[src/rtl/noc_arb_pkg.sv]
// Shared NoC arbiter defaults: port count, field widths, header flit id and arbiter state encoding.
package noc_arb_pkg;

  localparam int unsigned DEF_NPORTS = 5;
  localparam int unsigned DEF_LEN_W  = 12;
  localparam int unsigned DEF_FID_W  = 3;
  localparam int unsigned HEADER_ID  = 1;

  typedef enum logic {
    ARB_IDLE = 1'b0,
    ARB_BUSY = 1'b1
  } arb_state_e;

endpackage

[src/rtl/rr_timeout_arbiter_if.sv]
// Request/grant bundle between router input ports and one output arbiter.
// ARB_STALL_CNT_EN adds the stall_clr / stall_max pair.
interface rr_timeout_arbiter_if #(
  parameter int unsigned NPORTS = noc_arb_pkg::DEF_NPORTS,
  parameter int unsigned LEN_W  = noc_arb_pkg::DEF_LEN_W,
  parameter int unsigned FID_W  = noc_arb_pkg::DEF_FID_W
);
  logic [NPORTS*FID_W-1:0] flit_id;
  logic [NPORTS*LEN_W-1:0] length;
  logic [NPORTS-1:0]       req;
  logic [NPORTS-1:0]       grant;
  logic                    idle;
  logic [NPORTS-1:0]       timeout;
`ifdef ARB_STALL_CNT_EN
  logic                    stall_clr;
  logic [LEN_W-1:0]        stall_max;

  modport master (output flit_id, length, req, stall_clr,
                  input  grant, idle, timeout, stall_max);
  modport slave  (input  flit_id, length, req, stall_clr,
                  output grant, idle, timeout, stall_max);
`else
  modport master (output flit_id, length, req,
                  input  grant, idle, timeout);
  modport slave  (input  flit_id, length, req,
                  output grant, idle, timeout);
`endif
endinterface

[src/rtl/rr_timeout_arbiter_port_timer.sv]
// Per-port hold timer: limit latched from header flits, saturating hold counter, timesup compare.
module arb_port_timer #(
  parameter int unsigned LEN_W = 12
) (
  input  logic             clk,
  input  logic             rst,
  input  logic             header,
  input  logic [LEN_W-1:0] length,
  input  logic             hold,
  output logic             timesup
);

  logic [LEN_W-1:0] limit_q;
  logic [LEN_W-1:0] count_q;

  always_ff @(posedge clk or negedge rst) begin
    if (!rst) begin
      limit_q <= '0;
      count_q <= '0;
    end else begin
      if (header)
        limit_q <= length;
      if (hold)
        count_q <= (count_q == '1) ? count_q : count_q + 1'b1;
      else
        count_q <= '0;
    end
  end

  // >= so a limit reloaded below the running count ends the hold at once
  assign timesup = (count_q >= limit_q);

endmodule

[src/rtl/rr_timeout_arbiter.sv]
// N-port round-robin output arbiter with per-port hold timeout loaded from header length.
// Optional ARB_STALL_CNT_EN: tracks the longest run of cycles any port waited with req high.
module rr_timeout_arbiter #(
  parameter int unsigned NPORTS    = noc_arb_pkg::DEF_NPORTS,
  parameter int unsigned LEN_W     = noc_arb_pkg::DEF_LEN_W,
  parameter int unsigned FID_W     = noc_arb_pkg::DEF_FID_W,
  parameter int unsigned HEADER_ID = noc_arb_pkg::HEADER_ID
) (
  input  logic                 clk,
  input  logic                 rst,
  rr_timeout_arbiter_if.slave  bus
);
  import noc_arb_pkg::*;

  localparam int unsigned IDX_W = (NPORTS > 1) ? $clog2(NPORTS) : 1;

  typedef struct packed {
    logic             valid;
    logic [IDX_W-1:0] idx;
  } pick_t;

  // Scan base+1 .. base+NPORTS; excl_base drops the final slot (the base port itself).
  function automatic pick_t rr_pick(input logic [NPORTS-1:0] r,
                                    input logic [IDX_W-1:0]  base,
                                    input logic              excl_base);
    pick_t       res;
    int unsigned p;
    res = '0;
    for (int unsigned k = 1; k <= NPORTS; k++) begin
      p = (32'(base) + k) % NPORTS;
      if (!res.valid && r[p] && !(excl_base && k == NPORTS)) begin
        res.valid = 1'b1;
        res.idx   = IDX_W'(p);
      end
    end
    return res;
  endfunction

  arb_state_e        state_q;
  logic [NPORTS-1:0] grant_q;
  logic [NPORTS-1:0] timeout_q;
  logic [IDX_W-1:0]  last_q;
  logic [NPORTS-1:0] timesup;
  logic [NPORTS-1:0] hold_vec;
  logic [NPORTS-1:0] timeout_d;
  logic              owned;
  logic              hold;
  pick_t             pick;

  for (genvar i = 0; i < NPORTS; i++) begin : g_port
    arb_port_timer #(.LEN_W(LEN_W)) u_timer (
      .clk     (clk),
      .rst     (rst),
      .header  (bus.flit_id[i*FID_W +: FID_W] == FID_W'(HEADER_ID)),
      .length  (bus.length[i*LEN_W +: LEN_W]),
      .hold    (hold_vec[i]),
      .timesup (timesup[i])
    );
  end

  // While busy, last_q is the current owner, so it doubles as the owner index.
  always_comb begin
    owned     = (state_q == ARB_BUSY);
    hold      = owned && bus.req[last_q] && !timesup[last_q];
    pick      = rr_pick(bus.req, last_q, owned);
    hold_vec  = '0;
    timeout_d = '0;
    if (hold)
      hold_vec[last_q] = 1'b1;
    if (owned && !hold && bus.req[last_q])
      timeout_d[last_q] = 1'b1;
  end

  always_ff @(posedge clk or negedge rst) begin
    if (!rst) begin
      state_q   <= ARB_IDLE;
      grant_q   <= '0;
      timeout_q <= '0;
      last_q    <= IDX_W'(NPORTS - 1);
    end else begin
      timeout_q <= timeout_d;
      if (!hold) begin
        if (pick.valid) begin
          state_q <= ARB_BUSY;
          grant_q <= NPORTS'(1) << pick.idx;
          last_q  <= pick.idx;
        end else begin
          state_q <= ARB_IDLE;
          grant_q <= '0;
        end
      end
    end
  end

  assign bus.grant   = grant_q;
  assign bus.idle    = (state_q == ARB_IDLE);
  assign bus.timeout = timeout_q;

`ifdef ARB_STALL_CNT_EN
  logic [LEN_W-1:0] wait_q [NPORTS];
  logic [LEN_W-1:0] wait_d [NPORTS];
  logic [LEN_W-1:0] stall_q;
  logic [LEN_W-1:0] stall_d;

  always_comb begin
    stall_d = stall_q;
    for (int unsigned i = 0; i < NPORTS; i++) begin
      wait_d[i] = '0;
      if (bus.req[i] && !grant_q[i])
        wait_d[i] = (wait_q[i] == '1) ? wait_q[i] : wait_q[i] + 1'b1;
      if (wait_d[i] > stall_d)
        stall_d = wait_d[i];
    end
    if (bus.stall_clr)
      stall_d = '0;
  end

  always_ff @(posedge clk or negedge rst) begin
    if (!rst) begin
      stall_q <= '0;
      for (int unsigned i = 0; i < NPORTS; i++)
        wait_q[i] <= '0;
    end else begin
      stall_q <= stall_d;
      for (int unsigned i = 0; i < NPORTS; i++)
        wait_q[i] <= wait_d[i];
    end
  end

  assign bus.stall_max = stall_q;
`endif

endmodule

[src/flat_wrapper.sv]
// flat-port wrapper written by rule: the top's interface ports become plain ports
module rr_timeout_arbiter_flat import noc_arb_pkg::*;
#(
  parameter int unsigned NPORTS    = noc_arb_pkg::DEF_NPORTS,
  parameter int unsigned LEN_W     = noc_arb_pkg::DEF_LEN_W,
  parameter int unsigned FID_W     = noc_arb_pkg::DEF_FID_W,
  parameter int unsigned HEADER_ID = noc_arb_pkg::HEADER_ID
)
  (clk, rst, bus_flit_id, bus_length, bus_req, bus_grant, bus_idle, bus_timeout);
  rr_timeout_arbiter_if #(.NPORTS(NPORTS), .LEN_W(LEN_W), .FID_W(FID_W)) bus_i ();
  input  logic clk;
  input  logic rst;
  input wire logic [$bits(bus_i.flit_id)-1:0] bus_flit_id;
  input wire logic [$bits(bus_i.length)-1:0] bus_length;
  input wire logic [$bits(bus_i.req)-1:0] bus_req;
  output wire logic [$bits(bus_i.grant)-1:0] bus_grant;
  output wire logic [$bits(bus_i.idle)-1:0] bus_idle;
  output wire logic [$bits(bus_i.timeout)-1:0] bus_timeout;
  assign bus_i.flit_id = bus_flit_id;
  assign bus_i.length = bus_length;
  assign bus_i.req = bus_req;
  assign bus_grant = bus_i.grant;
  assign bus_idle = bus_i.idle;
  assign bus_timeout = bus_i.timeout;
  rr_timeout_arbiter #(.NPORTS(NPORTS), .LEN_W(LEN_W), .FID_W(FID_W), .HEADER_ID(HEADER_ID)) u_core (.clk(clk), .rst(rst), .bus(bus_i));
endmodule
[config.mk]
export PLATFORM = sky130hd
export DESIGN_NAME = rr_timeout_arbiter_flat
export DESIGN_NICKNAME = d
export VERILOG_FILES = /design/src/rtl/noc_arb_pkg.sv /design/src/rtl/rr_timeout_arbiter_if.sv /design/src/rtl/rr_timeout_arbiter_port_timer.sv /design/src/rtl/rr_timeout_arbiter.sv /design/src/flat_wrapper.sv
export SDC_FILE = /design/constraint.sdc
export NUM_CORES = 1
export LEC_CHECK = 0
export ABC_AREA = 1
export BUFFER_PORTS_ARGS = -buffer_cell sky130_fd_sc_hd__buf_2
export CAP_MARGIN = 10
export CELL_PAD_IN_SITES_DETAIL_PLACEMENT = 1
export CELL_PAD_IN_SITES_GLOBAL_PLACEMENT = 1
export CORE_ASPECT_RATIO = 0.75
export CORE_MARGIN = 3
export CORE_UTILIZATION = 35
export DETAILED_ROUTE_END_ITERATION = 16
export GPL_TIMING_DRIVEN = 0
export PLACE_DENSITY = 0.71
export SLEW_MARGIN = 20
export SYNTH_ARGS = -nofsm -noshare
export SYNTH_HDL_FRONTEND = slang
export SYNTH_SLANG_ARGS = --single-unit
[constraint.sdc]
create_clock -name clk -period 8.2 [get_ports clk]
set_input_delay 1.64 -clock clk [delete_from_list [all_inputs] [get_ports clk]]
set_output_delay 1.64 -clock clk [all_outputs]
set_load 0.05 [all_outputs]
* Word level (Yosys, flattened, before mapping)
Index checks and enable logic that the tools add are counted.
** Cells by class
- Reduce and logical (&&, ||, !) cells :: 18
- Magnitude comparators :: 12
- Divide/modulo/power cells :: 5
- Add/subtract/negate cells :: 10
- Muxes and demuxes :: 35
- Equal/unequal tests :: 15
- $mul :: 0
- Shift-type cells :: 1
- Bitwise gates (word level) :: 2
** Operator list (number)
- $lt 32x4->1 const B :: 5
- $mod 32x3->32 const B :: 5
- $mux 12 :: 10
- $add 12x1->12 const B :: 5
- $eq 12x12->1 const B :: 5
- $ge 12x12->1 :: 5
- $bmux 1 s3 :: 7
- $mux 4 :: 5
- $eq 3x1->1 const B :: 5
- $mux 5 :: 3
- $logic_and 1x1->1 :: 10
- $ne 2x2->1 const B :: 5
- $mux 1 :: 9
- $add 3x2->4 const B :: 2
- $add 3x3->4 const B :: 2
- $logic_not 1->1 :: 7
- $shl 1x3->5 const A :: 1
- $add 3x1->4 const B :: 1
- $lt 3x4->1 const B :: 1
- $demux 1 s3 :: 1
- $ge 3x1->1 const B :: 1
- $not 1->1 :: 2
- $reduce_and 2->1 :: 1
** Storage, ports and cells
- RAM bits :: 0
- ROM bits :: 0
- Register bits :: 134
- Input bits :: 82
- Latch bits :: 0
- Memories :: 0

* Logic depth before layout (Yosys ltp)
Gate-level depths: netlist of the first run.
- Word-level depth :: 20
- Mapped depth :: 30
- Depth with buffers taken out :: 28

* By module
Synthesis of the first run repeated with hierarchy kept, for this count alone.
** Second synthesis, totals
- Cells, all modules :: 1289
- Area, all modules :: 9805.7 sq um
** Modules (own cells, without submodules)
- arb_port_timer :: area an instance 1466.4 sq um, cells each 180, times used 5, sequential area each 600.6 sq um
- rr_timeout_arbiter :: area an instance 2473.6 sq um, cells each 389, times used 1, sequential area each 351.6 sq um

* Worst setup path after synthesis of the first run
Ideal clock, no wire load.
- Kind :: register to register
- Start point :: register u_core.last_q[0]
- End point :: register u_core.grant_q[2], in the netlist u_core.bus.grant[2]
- Stages on the path, launching flop included :: 26
- Library setup time :: 118 ps
- Arrival :: 3388 ps
- Path slack :: 4694 ps
- Cells stage by stage :: dfrtp_1 -> buf_4 -> inv_2 -> buf_2 -> ha_1 -> clkbuf_2 -> inv_1 -> ha_1 -> inv_1 -> ha_1 -> nor2_1 -> a21oi_2 -> inv_2 -> nand2_4 -> nand2_2 -> nand2_2 -> nand2_2 -> nand3_2 -> nand3_4 -> nand3_4 -> nor2_4 -> nand3b_1 -> nand2_2 -> nor2_1 -> nand2_1 -> nand2_1
** On the way
- Longest elaborated chain between the ends :: 20
** Ends and longest elaborated chain
- from (decl) :: RTL line rr_timeout_arbiter.sv:42 : logic [IDX_W-1:0] last_q;
- from (signal assigned) :: RTL line rr_timeout_arbiter.sv:79 : last_q <= IDX_W'(NPORTS - 1);
- from (signal assigned) :: RTL line rr_timeout_arbiter.sv:86 : last_q <= pick.idx;
- $add 3x1->4 :: RTL line rr_timeout_arbiter.sv:30 : p = (32'(base) + k) % NPORTS;
- $mod 32x3->32 :: RTL line rr_timeout_arbiter.sv:30
- $bmux 1 s3 :: RTL line rr_timeout_arbiter.sv:31 : if (!res.valid && r[p] && !(excl_base && k == NPORTS)) begin
- $mux 1 (not written as such) :: RTL line rr_timeout_arbiter.sv:31
- $mux 4 :: RTL line rr_timeout_arbiter.sv:31
- $logic_not 1->1 :: RTL line rr_timeout_arbiter.sv:31
- $logic_and 1x1->1 :: RTL line rr_timeout_arbiter.sv:31
- $mux 4 :: RTL line rr_timeout_arbiter.sv:31
- [3 not listed]
- $logic_not 1->1 :: RTL line rr_timeout_arbiter.sv:31
- $logic_and 1x1->1 :: RTL line rr_timeout_arbiter.sv:31
- $mux 4 :: RTL line rr_timeout_arbiter.sv:31
- $logic_not 1->1 :: RTL line rr_timeout_arbiter.sv:31
- $logic_and 1x1->1 (2 in series) :: RTL line rr_timeout_arbiter.sv:31
- $mux 4 :: RTL line rr_timeout_arbiter.sv:31
- $shl 1x3->5 :: RTL line rr_timeout_arbiter.sv:85 : grant_q <= NPORTS'(1) << pick.idx;
- $mux 5 :: RTL line rr_timeout_arbiter.sv:83 : if (pick.valid) begin
- to (signal assigned) :: RTL line rr_timeout_arbiter.sv:85
- to (decl) :: RTL line rr_timeout_arbiter.sv:40 : logic [NPORTS-1:0] grant_q;
Parallel ways exist; a longest one is shown, timed or not. The select of a mux whose other input is x is not followed.
A chain may end at the register's enable or synchronous reset.

* Worst setup path after layout of the first run
- Start point :: register u_core.last_q[0]
- End point :: register u_core.last_q[1]
** On the way
- Longest elaborated chain between the ends :: 19
** Ends and longest elaborated chain (RTL line)
- $add 3x1->4 :: rr_timeout_arbiter.sv:30
- $mod 32x3->32 :: rr_timeout_arbiter.sv:30
- $bmux 1 s3 :: rr_timeout_arbiter.sv:31
- $mux 1 (not written as such) :: rr_timeout_arbiter.sv:31
- $mux 4 :: rr_timeout_arbiter.sv:31
- $logic_not 1->1 :: rr_timeout_arbiter.sv:31
- $logic_and 1x1->1 :: rr_timeout_arbiter.sv:31
- $mux 4 :: rr_timeout_arbiter.sv:31
- [2 not listed]
- $mux 4 :: rr_timeout_arbiter.sv:31
- $logic_not 1->1 :: rr_timeout_arbiter.sv:31
- $logic_and 1x1->1 :: rr_timeout_arbiter.sv:31
- $mux 4 :: rr_timeout_arbiter.sv:31
- $logic_not 1->1 :: rr_timeout_arbiter.sv:31
- $logic_and 1x1->1 (2 in series) :: rr_timeout_arbiter.sv:31
- $mux 4 :: rr_timeout_arbiter.sv:31
- $reduce_and 2->1 (no source line)
Parallel ways exist; a longest one is shown, timed or not. The select of a mux whose other input is x is not followed.

==> qor.csv, run 1 <==
metric,value,unit
arrival,4.69,ns
clock_skew,0.00656,ns
fin_setup_tns,0,ns
drc,0,
chipWidth,189,um
min_period,4.40,ns
relSlewSlack,0.579,
pwr-share-comb,0.530,
synth_top_area_cell,dfrtp_1,
p_int,0.00186,W
final_common_cell,nor2_1,
std_cell_rows,49,
htreeDepth,4,
cp_max_fo,12,
fin_area,10300,um2
fillCellCount,3019,
hold_path.class,flop to flop,
ios,93,
layout-drive-gt1-share,0.168,
wl_per_cell,14.6,um
peakVddDrop,0.169,mV
start_util,0.361,
die_h,143,um
seqPwrFrac,0.230,
vias_per_cell,4.82,
critPathRequiredTime,8.49,ns
clk_path_buf_depth,2,
grt_pass1_wl,38800,um
synth-seq-cells,134,
drt-initial-drc-count,323,
placed_cell_area,9700,um2
synth-async-reset-ratio,1.00,
final_nets,1384,
grt_max_degree,91,
status,finished clean,
netlist_area,8790,um2
synth_cell_types,48,
cts_made_buffers,17,
track_usage,0.177,
synth_ff_type,dfrtp_1,
tightest_slew,0.626,ns
setup_viol,0,
hold_viol_final,0,
core_area,24300,um2
drv_cap,0,
endpoint_kind,flop,
syn_to_final_growth,17.6,%
numClockSinks,134,
switching_share,0.461,
num_vias,7501,
gp_congestion,0.787,
final_cell_mix,"nor2_1 (161), inv_1 (152), nand2_1 (151), dfrtp_1 (133), a21oi_1 (98)",
rsz0062_at_grt,no,
critPathKind,flop to flop,
power.leakage,5.21,nW
postCtsSetupBuffers,0,
grt_pass1_vias,7939,
ys_seq_area_frac,0.382,
cts_tree,yes,
cts_resized,0,
die_area,27100,um2
diodes,0,
yosys.area.top_type_share,0.379,
routed_wl,22700,um
antenna_found_initial,0,
synth_cells,1101,
power_density,333,nW/um2
synth_enable_flop_cells,0,
p_sw,0.00159,W
numPortBuffers,92,
root_buffer,clkbuf_16,
critPathLaunchType,flop,
clkTransAtPathRegs,0.06,ns
clk_latency,0.43,ns
period_share,0.537,
overflow,0,
holdWs,0.487,ns
dp_hpwl,17900,um
postRouteAntennaNets,0,
slew_viol_final,0,
syn_nets,1272,
synth_area_leaders,"dfrtp_1 (38%), ha_1 (13%), nor2_1 (6.9%)",
avgSynthCellArea,7.98,um2
yosysWarnings,0,
postCtsHoldBufs,0,
dr.pass1.iters,4,
pwr-share-clk,0.240,
fmax,227,MHz
[cell usage after synthesis, types with 2 or more instances]
cell	count
clkbuf_1	18
o211ai_1	4
nor4_1	3
nand3b_1	3
nand4_1	16
o21ai_2	5
nand2_1	151
nor3_1	20
nand3_4	4
nor2_1	161
xnor2_1	9
nor2_4	2
nand3_2	11
buf_2	6
o21ai_1	3
a21boi_0	5
a21oi_1	98
xor2_1	31
inv_1	152
a21oi_2	2
a22o_1	2
o31ai_1	3
nand2_2	23
a211oi_1	6
mux2i_1	2
or3b_2	5
o21ai_0	29
dfrtp_1	133
inv_2	7
o21a_1	2
nand3_1	73
nand2_4	4
mux2_2	5
ha_1	89
[kinds of logic (layout without fill, tap and decap cells)]
kind of cell	count (synthesis)	after routing	synth area share
xor+xnor	40	40	0.0399
buf+inv	187	312	0.0816
compound gates	164	164	0.105
simple gates	480	480	0.256
fa+ha+maj	89	89	0.127
mux	7	7	0.00869
flops	134	134	0.382
[layout make-up]
cell class	count	area, um2	area share
Multi-Input combinational cell	780	4710	0.456
Sequential cell	134	3350	0.325
Inverter	161	607	0.0587
Timing Repair Buffer	93	498	0.0482
Clock buffer	20	457	0.0442
Tap cell	331	414	0.0401
Clock inverter	12	176	0.0171
Buffer	26	110	0.0107
[through the flow]
stage          setup slack, ns   util  std cells  power (W)
2_1_floorplan             4.69      -       1101    0.00219
3_3_place_gp              3.42  0.397       1524    0.00256
3_5_place_dp              3.81  0.398       1525    0.00264
4_1_cts                   3.77  0.424       1557    0.00349
5_1_grt                   3.46  0.424       1557    0.00377
6_report                  3.80  0.424       1557    0.00344
[flip-flops by register name (all words and copies together), names as in the netlist]
register                       flops
u_core.bus.timeout                 5
u_core.last_q                      3
u_core.owned                       1
u_core.g_port.u_timer.limit_q     60
u_core.g_port.u_timer.count_q     60
u_core.bus.grant                   5
[metal layers]
metal	GRT usage	wire length, um
met1	0.236	11200
met2	0.297	10500
met3	0.0317	691
met4	0.0486	297
met5	0	0
[path summary, 6_finish.rpt]
check / start / endpoint / slack [ns] / cells past startpoint
max reg2reg: u_core.last_q[0] / u_core.last_q[1] / 3.80 / 22
max in group asynchronous: rst / u_core.g_port[3].u_timer.limit_q[2] / 6.31 / 2
max: u_core.last_q[0] / u_core.last_q[1] / 3.80 / 22
min reg2reg: u_core.bus.grant[2] / u_core.bus.grant[2] / 0.49 / 2
min: u_core.bus.grant[2] / u_core.bus.grant[2] / 0.49 / 2
min in group asynchronous: rst / u_core.g_port[2].u_timer.limit_q[3] / 1.10 / 1
[power by group through the flow]
stage / sequential [W] / clock, W / combinational [W]
3_3_place_gp: 0.000799 / 0 / 0.00177
6_report: 0.000790 / 0.000827 / 0.00183
3_5_place_dp: 0.000802 / 0 / 0.00184
2_1_floorplan: 0.000819 / 0 / 0.00137
5_1_grt: 0.000799 / 0.000879 / 0.00209
4_1_cts: 0.000791 / 0.000852 / 0.00185
[critical path, stage by stage (launching register included)]
cell and delay, ns:
dfrtp_1 0.48, buf_4 0.23, inv_2 0.20, buf_2 0.34, ha_1 0.36, clkbuf_2 0.22, inv_1 0.30, ha_1 0.21
inv_1 0.04, ha_1 0.26, nor2_1 0.13, a21oi_2 0.07, inv_2 0.11, a21oi_1 0.07, o21ai_2 0.23, nand3b_4 0.22
nand2_1 0.08, nand2_1 0.06, nand2_1 0.06, a21oi_1 0.18, nand3_2 0.13, nor2_2 0.17, a21oi_1 0.08
(Power assumes the default switching activity.)
==> run 2: changes to the inputs <==
==> constraint.sdc (replaced) <==
create_clock -name clk -period 4.1 [get_ports clk]
set_input_delay 0.82 -clock clk [delete_from_list [all_inputs] [get_ports clk]]
set_output_delay 0.82 -clock clk [all_outputs]
set_load 0.05 [all_outputs]
==> run 2 against run 1 <==
Compared with the run above:
- global-route usage barely moved
- combinational power rose by 110%
- critical path depth rose by 1
- sequential power rose by 100%
- via count rose by 0.53%
- die area did not move
- clock power rose by 100%
- worst hold slack got worse by 0.21 ns
- core utilization rose by 0.45 points
- register-to-register slack got worse by 3.5 ns
- largest power group unchanged
==> qor.csv, run 2 (synthesis gave the netlist of run 1 again) <==
metric,value,unit,change
status,finished clean,,
ios,93,,unchanged
power.leakage,5.25,nW,+0.71%
antenna_found_initial,0,,unchanged
r2r_cells,23,,+4.5%
root_buffer,clkbuf_16,,
cts_tree,yes,,
syn_to_final_growth,18.8,%,
critPathLaunchType,flop,,
period_share,0.931,,+0.394
fin_area,10400,um2,+1.1%
min_period,3.82,ns,-0.584 ns
wl_met2,10600,um,+1.4%
reg2reg_from,u_core.last_q[0],,
placed_cell_area,9700,um2,unchanged
dp.cells,1525,,unchanged
peakVddDrop,0.358,mV,+110%
die_area,27100,um2,unchanged
critPathRequiredTime,4.44,ns,-4.05 ns
setup_viol,0,,unchanged
critPathKind,flop to flop,,
htreeDepth,4,,unchanged
final_cell_mix,"nor2_1 (161), nand2_1 (151), inv_1 (150), dfrtp_1 (131), a21oi_1 (98)",,
fmax,262,MHz,+15%
grt_pass1_wl,38800,um,about the same
final_common_cell,nor2_1,,
clk_path_buf_depth,2,,unchanged
dp_hpwl,17900,um,unchanged
drt-initial-drc-count,276,,-15%
r2r_setup_slack,0.28,ns,-3.52 ns
holdWs,0.281,ns,-0.206 ns
rsz0062_at_grt,no,,
top_regs,"u_core.g_port.u_timer.count_q x60, u_core.g_port.u_timer.limit_q x60",,
drc,0,,unchanged
grt_pass1_vias,7938,,-0.013%
hold_viol_final,0,,unchanged
fin_setup_tns,0,ns,unchanged
num_vias,7541,,+0.53%
cts_made_buffers,17,,unchanged
numPortBuffers,92,,unchanged
gp_congestion,0.787,,unchanged
relSlewSlack,0.579,,unchanged
overflow,0,,unchanged
clkTransAtPathRegs,0.06,ns,about the same
vias_per_cell,4.82,,about the same
wl_per_cell,14.6,um,+0.19%
arrival,4.16,ns,-0.53 ns
tightest_slew,0.626,ns,-0.000000179 ns
met3WireLength,675,um,-2.3%
wl_met1,11300,um,+0.46%
cp_max_fo,12,,unchanged
routed_wl,22900,um,+0.70%
diodes,0,,unchanged
slew_viol_final,0,,unchanged
std_cell_rows,49,,unchanged
die_h,143,um,unchanged
chipWidth,189,um,unchanged
dr.pass1.iters,4,,unchanged
numClockSinks,134,,unchanged
r2r-end,u_core.last_q[1],,
drv_cap,0,,unchanged
grt_max_degree,91,,unchanged
layout-drive-gt1-share,0.180,,+0.0119
start_util,0.361,,unchanged
routed.top_layer,met4,,
p_total,0.00708,W,+110%
clk_latency,0.43,ns,about the same
instances_no_fill,1565,,+0.51%
endpoint_kind,flop,,
core_area,24300,um2,unchanged
final_nets,1392,,+0.58%
track_usage,0.177,,about the same
hold_path.class,input pin to async pin,,
postRouteAntennaNets,0,,unchanged
power_density,678,nW/um2,+100%
clock_skew,0.00708,ns,+0.000529 ns
-- run 2: what timing repair did --
item,in CTS,in global routing
setup buffers,2,6
endpoints found under the hold margin,0,0
hold buffers,0,0
endpoints found under the setup margin,9,9
resized for setup,6,11
-- run 2: area by class of cell --
| cell class | instances | area [um2] |
|---|---|---|
| buffer | 26 | 130 |
| timing repair buffer | 101 | 558 |
| multi-input combinational | 780 | 4730 |
| fill | 3015 | 13900 |
| inverter | 161 | 614 |
| clock inverter | 12 | 176 |
| sequential | 134 | 3360 |
| clock buffer | 20 | 457 |
| tap | 331 | 414 |
-- run 2: worst max path at each step --
stage	from	to	slack (ns)	cells past startpoint
finish	u_core.last_q[0]	u_core.last_q[1]	0.28	23
global route	u_core.last_q[0]	u_core.last_q[1]	0.006	24
CTS	u_core.last_q[0]	u_core.last_q[1]	0.02	22
detailed placement	u_core.last_q[0]	u_core.last_q[1]	-0.29	22
global placement	u_core.last_q[0]	u_core.last_q[1]	-0.18	22
floorplan	u_core.last_q[0]	u_core.bus.grant[2]	0.59	25
-- run 2: power breakdown --
group | total, W | internal (W) | leakage [nW] | switching, W
Combinational | 0.00384 | 0.00130 | 3.29 | 0.00255
Clock | 0.00166 | 0.00105 | 0.294 | 0.000609
Sequential | 0.00158 | 0.00149 | 1.67 | 0.0000853
-- run 2: metal layers --
layer | GRT usage | vias to the layer above
met1 | 0.236 | 3610
li1 | - | 3822
met2 | 0.297 | 90
met3 | 0.0317 | 19
met4 | 0.0486 | 0
met5 | 0 | -
-- run 2: worst max-delay path: stages (launching register included) --
cell and delay (ns):
dfrtp_2 0.41, buf_6 0.17, inv_2 0.12, buf_6 0.18, ha_2 0.39, buf_6 0.17
clkinvlp_4 0.16, ha_1 0.23, nor2_1 0.20, nand3_4 0.13, nand3_1 0.11, o21ai_2 0.07
nand2_2 0.12, nand2_2 0.08, nand2_1 0.11, nand2_1 0.10, nor2_1 0.12, nand3_2 0.09
a21boi_1 0.13, nor2_1 0.17, a21oi_1 0.12, nand3_2 0.12, nor2_4 0.05, a21oi_1 0.15
-- run 2: metrics by stage --
stage                     setup slack [ns]   util
after CTS                           0.0237  0.426
final                                0.284  0.429
after global placement              -0.176  0.397
after detailed placement            -0.288  0.398
after floorplan                      0.594      -
after global routing               0.00574  0.429
==> run 3: changes to the inputs <==
--- a/config.mk
+++ b/config.mk
@@ -8,7 +8,7 @@
 export ABC_AREA = 1
 export BUFFER_PORTS_ARGS = -buffer_cell sky130_fd_sc_hd__buf_2
 export CAP_MARGIN = 10
-export CELL_PAD_IN_SITES_DETAIL_PLACEMENT = 1
+export CELL_PAD_IN_SITES_DETAIL_PLACEMENT = 0
 export CELL_PAD_IN_SITES_GLOBAL_PLACEMENT = 1
 export CORE_ASPECT_RATIO = 0.75
 export CORE_MARGIN = 3
@@ -16,6 +16,7 @@
 export DETAILED_ROUTE_END_ITERATION = 16
 export GPL_TIMING_DRIVEN = 0
 export PLACE_DENSITY = 0.71
+export REMOVE_ABC_BUFFERS = 1
 export SLEW_MARGIN = 20
 export SYNTH_ARGS = -nofsm -noshare
 export SYNTH_HDL_FRONTEND = slang
==> run 3 against run 2 <==
Compared with the run above:
- cell area down 2.1%
- routed wire length down 15%
- sequential power up 3%
- clock power down 5%
- highest routed layer unchanged
- global-route usage down 2.6 points
- first-iteration DRC count up 26%
- critical path depth up 3
- clock skew up 0.0079 ns
- sequential share of layout area up 0.73 points
==> qor.csv, run 3 (synthesis gave the netlist of run 1 again) <==
metric,value,unit,change
status,finished clean,,
clkTransAtPathRegs,0.06,ns,about the same
drt-initial-drc-count,348,,+26%
multiInputGateArea,4730,um2,-0.11%
gp_congestion,0.803,,+2.1%
cts_resized,2,,-4
syn_to_final_growth,16.3,%,
tightest_slew,0.641,ns,+0.0149 ns
wl_per_cell,12.7,um,-13%
power_density,657,nW/um2,-3.0%
die_area,27100,um2,unchanged
postRouteAntennaNets,0,,unchanged
drc,0,,unchanged
postCtsSetupBuffers,0,,-2
period_share,0.916,,-0.0145
num_vias,7042,,-6.6%
endpoint_kind,flop,,
slew_viol_final,0,,unchanged
top_regs,"u_core.g_port.u_timer.count_q x60, u_core.g_port.u_timer.limit_q x60",,
arrival,4.12,ns,-0.04 ns
path_depth,26,,+13%
postCtsHoldBufs,0,,unchanged
layout-drive-gt1-share,0.168,,-0.0124
fillCellCount,2555,,-15%
root_buffer,clkbuf_16,,
start_util,0.361,,unchanged
min_period,3.76,ns,-0.0594 ns
track_usage,0.151,,-0.0257
crit_buf_inv,4,,-1
r2r_setup_slack,0.34,ns,+0.06 ns
numClockSinks,134,,unchanged
std_cell_rows,49,,unchanged
final_util,0.420,,-0.00920
cts_tree,yes,,
vias_per_cell,4.60,,-4.5%
final_common_cell,nor2_1,,
dp_hpwl,14500,um,-19%
hold_viol_final,0,,unchanged
path_common_cell,nand2_1,,
peakVddDrop,0.326,mV,-8.8%
cp-startpoint,u_core.last_q[0],,
clock_skew,0.0150,ns,+0.00789 ns
critPathKind,flop to flop,,
r2r-end,u_core.bus.grant[1],,
grt_pass1_wl,33500,um,-14%
reg2reg_from,u_core.last_q[0],,
numPortBuffers,92,,unchanged
grt_pass1_vias,6833,,-14%
r2r_cells,26,,+13%
relSlewSlack,0.569,,-0.0100
critPathRequiredTime,4.46,ns,+0.02 ns
antenna_found_initial,0,,unchanged
hold_path.class,input pin to async pin,,
setup_viol,0,,unchanged
routed_wl,19400,um,-15%
grt_max_degree,87,,-4.4%
dr.pass1.iters,7,,+3
core_area,24300,um2,unchanged
overflow,0,,unchanged
die_h,143,um,unchanged
htreeDepth,4,,unchanged
crit_family,simple AND/OR/NAND/NOR gates,,
final_cell_mix,"nor2_1 (161), inv_1 (151), nand2_1 (151), dfrtp_1 (131), a21oi_1 (98)",,
power.leakage,5.15,nW,-1.8%
endpoint,u_core.bus.grant[1],,
drv_cap,0,,unchanged
critPathLaunchType,flop,,
cts_made_buffers,17,,unchanged
clk_path_buf_depth,2,,unchanged
rsz0062_at_grt,no,,
cpPeakStageDelay,0.62,ns,+0.21 ns
diodes,0,,unchanged
chipWidth,189,um,unchanged
cp_max_fo,24,,+12
clk_latency,0.42,ns,about the same
slowest_stage,dfrtp_4,,
holdWs,0.311,ns,+0.0304 ns
final_nets,1358,,-2.4%
register_area,3360,um2,about the same
ios,93,,unchanged
fmax,266,MHz,+1.6%
run 3: cell count changes in the layout (fill, tap and decap cells not counted), sizes merged:
cell      change
clkbuf       -15
bufinv        -1
inv           +1
clkinv        +1
clkinvlp      -4
buf          -16
run 3: per-layer routing:
metal  routed length [um]  track usage  vias to the layer above
met2                 8240        0.234                       98
met1                10400        0.218                     3174
met4                  159       0.0353                        0
met3                  621       0.0317                       15
li1                     -            -                     3755
met5                    0            0                        -
run 3: cell type report:
cell class                      instances  share of cell area
Sequential cell                       134               0.329
Clock inverter                          9              0.0122
Timing Repair Buffer                   93              0.0487
Clock buffer                           23              0.0468
Tap cell                              331              0.0405
Multi-Input combinational cell        780               0.463
Inverter                              161              0.0600
run 3: power breakdown:
| part | internal [W] | switching (W) | total [W] |
|---|---|---|---|
| clock | 0.00100 | 0.000577 | 0.00158 |
| sequential | 0.00149 | 0.000130 | 0.00162 |
| combinational | 0.00117 | 0.00234 | 0.00351 |
| total | 0.00366 | 0.00305 | 0.00671 |
run 3: how the worst min path moves through the flow:
stage | slack, ns | endpoint | from | depth (start not counted)
6_report | 0.31 | u_core.g_port[2].u_timer.limit_q[5] | rst | 1
5_1_grt | 0.32 | u_core.g_port[4].u_timer.count_q[6] | rst | 1
4_1_cts | 0.31 | u_core.g_port[2].u_timer.limit_q[5] | rst | 1
3_5_place_dp | 0.47 | u_core.bus.grant[1] | u_core.bus.grant[1] | 2
3_3_place_gp | 0.46 | u_core.bus.grant[0] | u_core.bus.grant[0] | 2
2_1_floorplan | 0.48 | u_core.g_port[0].u_timer.limit_q[10] | u_core.g_port[0].u_timer.limit_q[10] | 2
run 3: per-stage QoR:
stage | std cells | instance area, um2 | setup TNS, ns | setup slack [ns] | total power (W)
floorplan | 1075 | 8680 | 0 | 0.485 | 0.00434
global placement | 1498 | 9550 | -4.35 | -0.549 | 0.00506
detailed placement | 1499 | 9590 | -4.21 | -0.527 | 0.00511
CTS | 1531 | 10200 | 0 | 0.00635 | 0.00674
global route | 1531 | 10200 | 0 | 0.0343 | 0.00736
finish | 1531 | 10200 | 0 | 0.343 | 0.00671
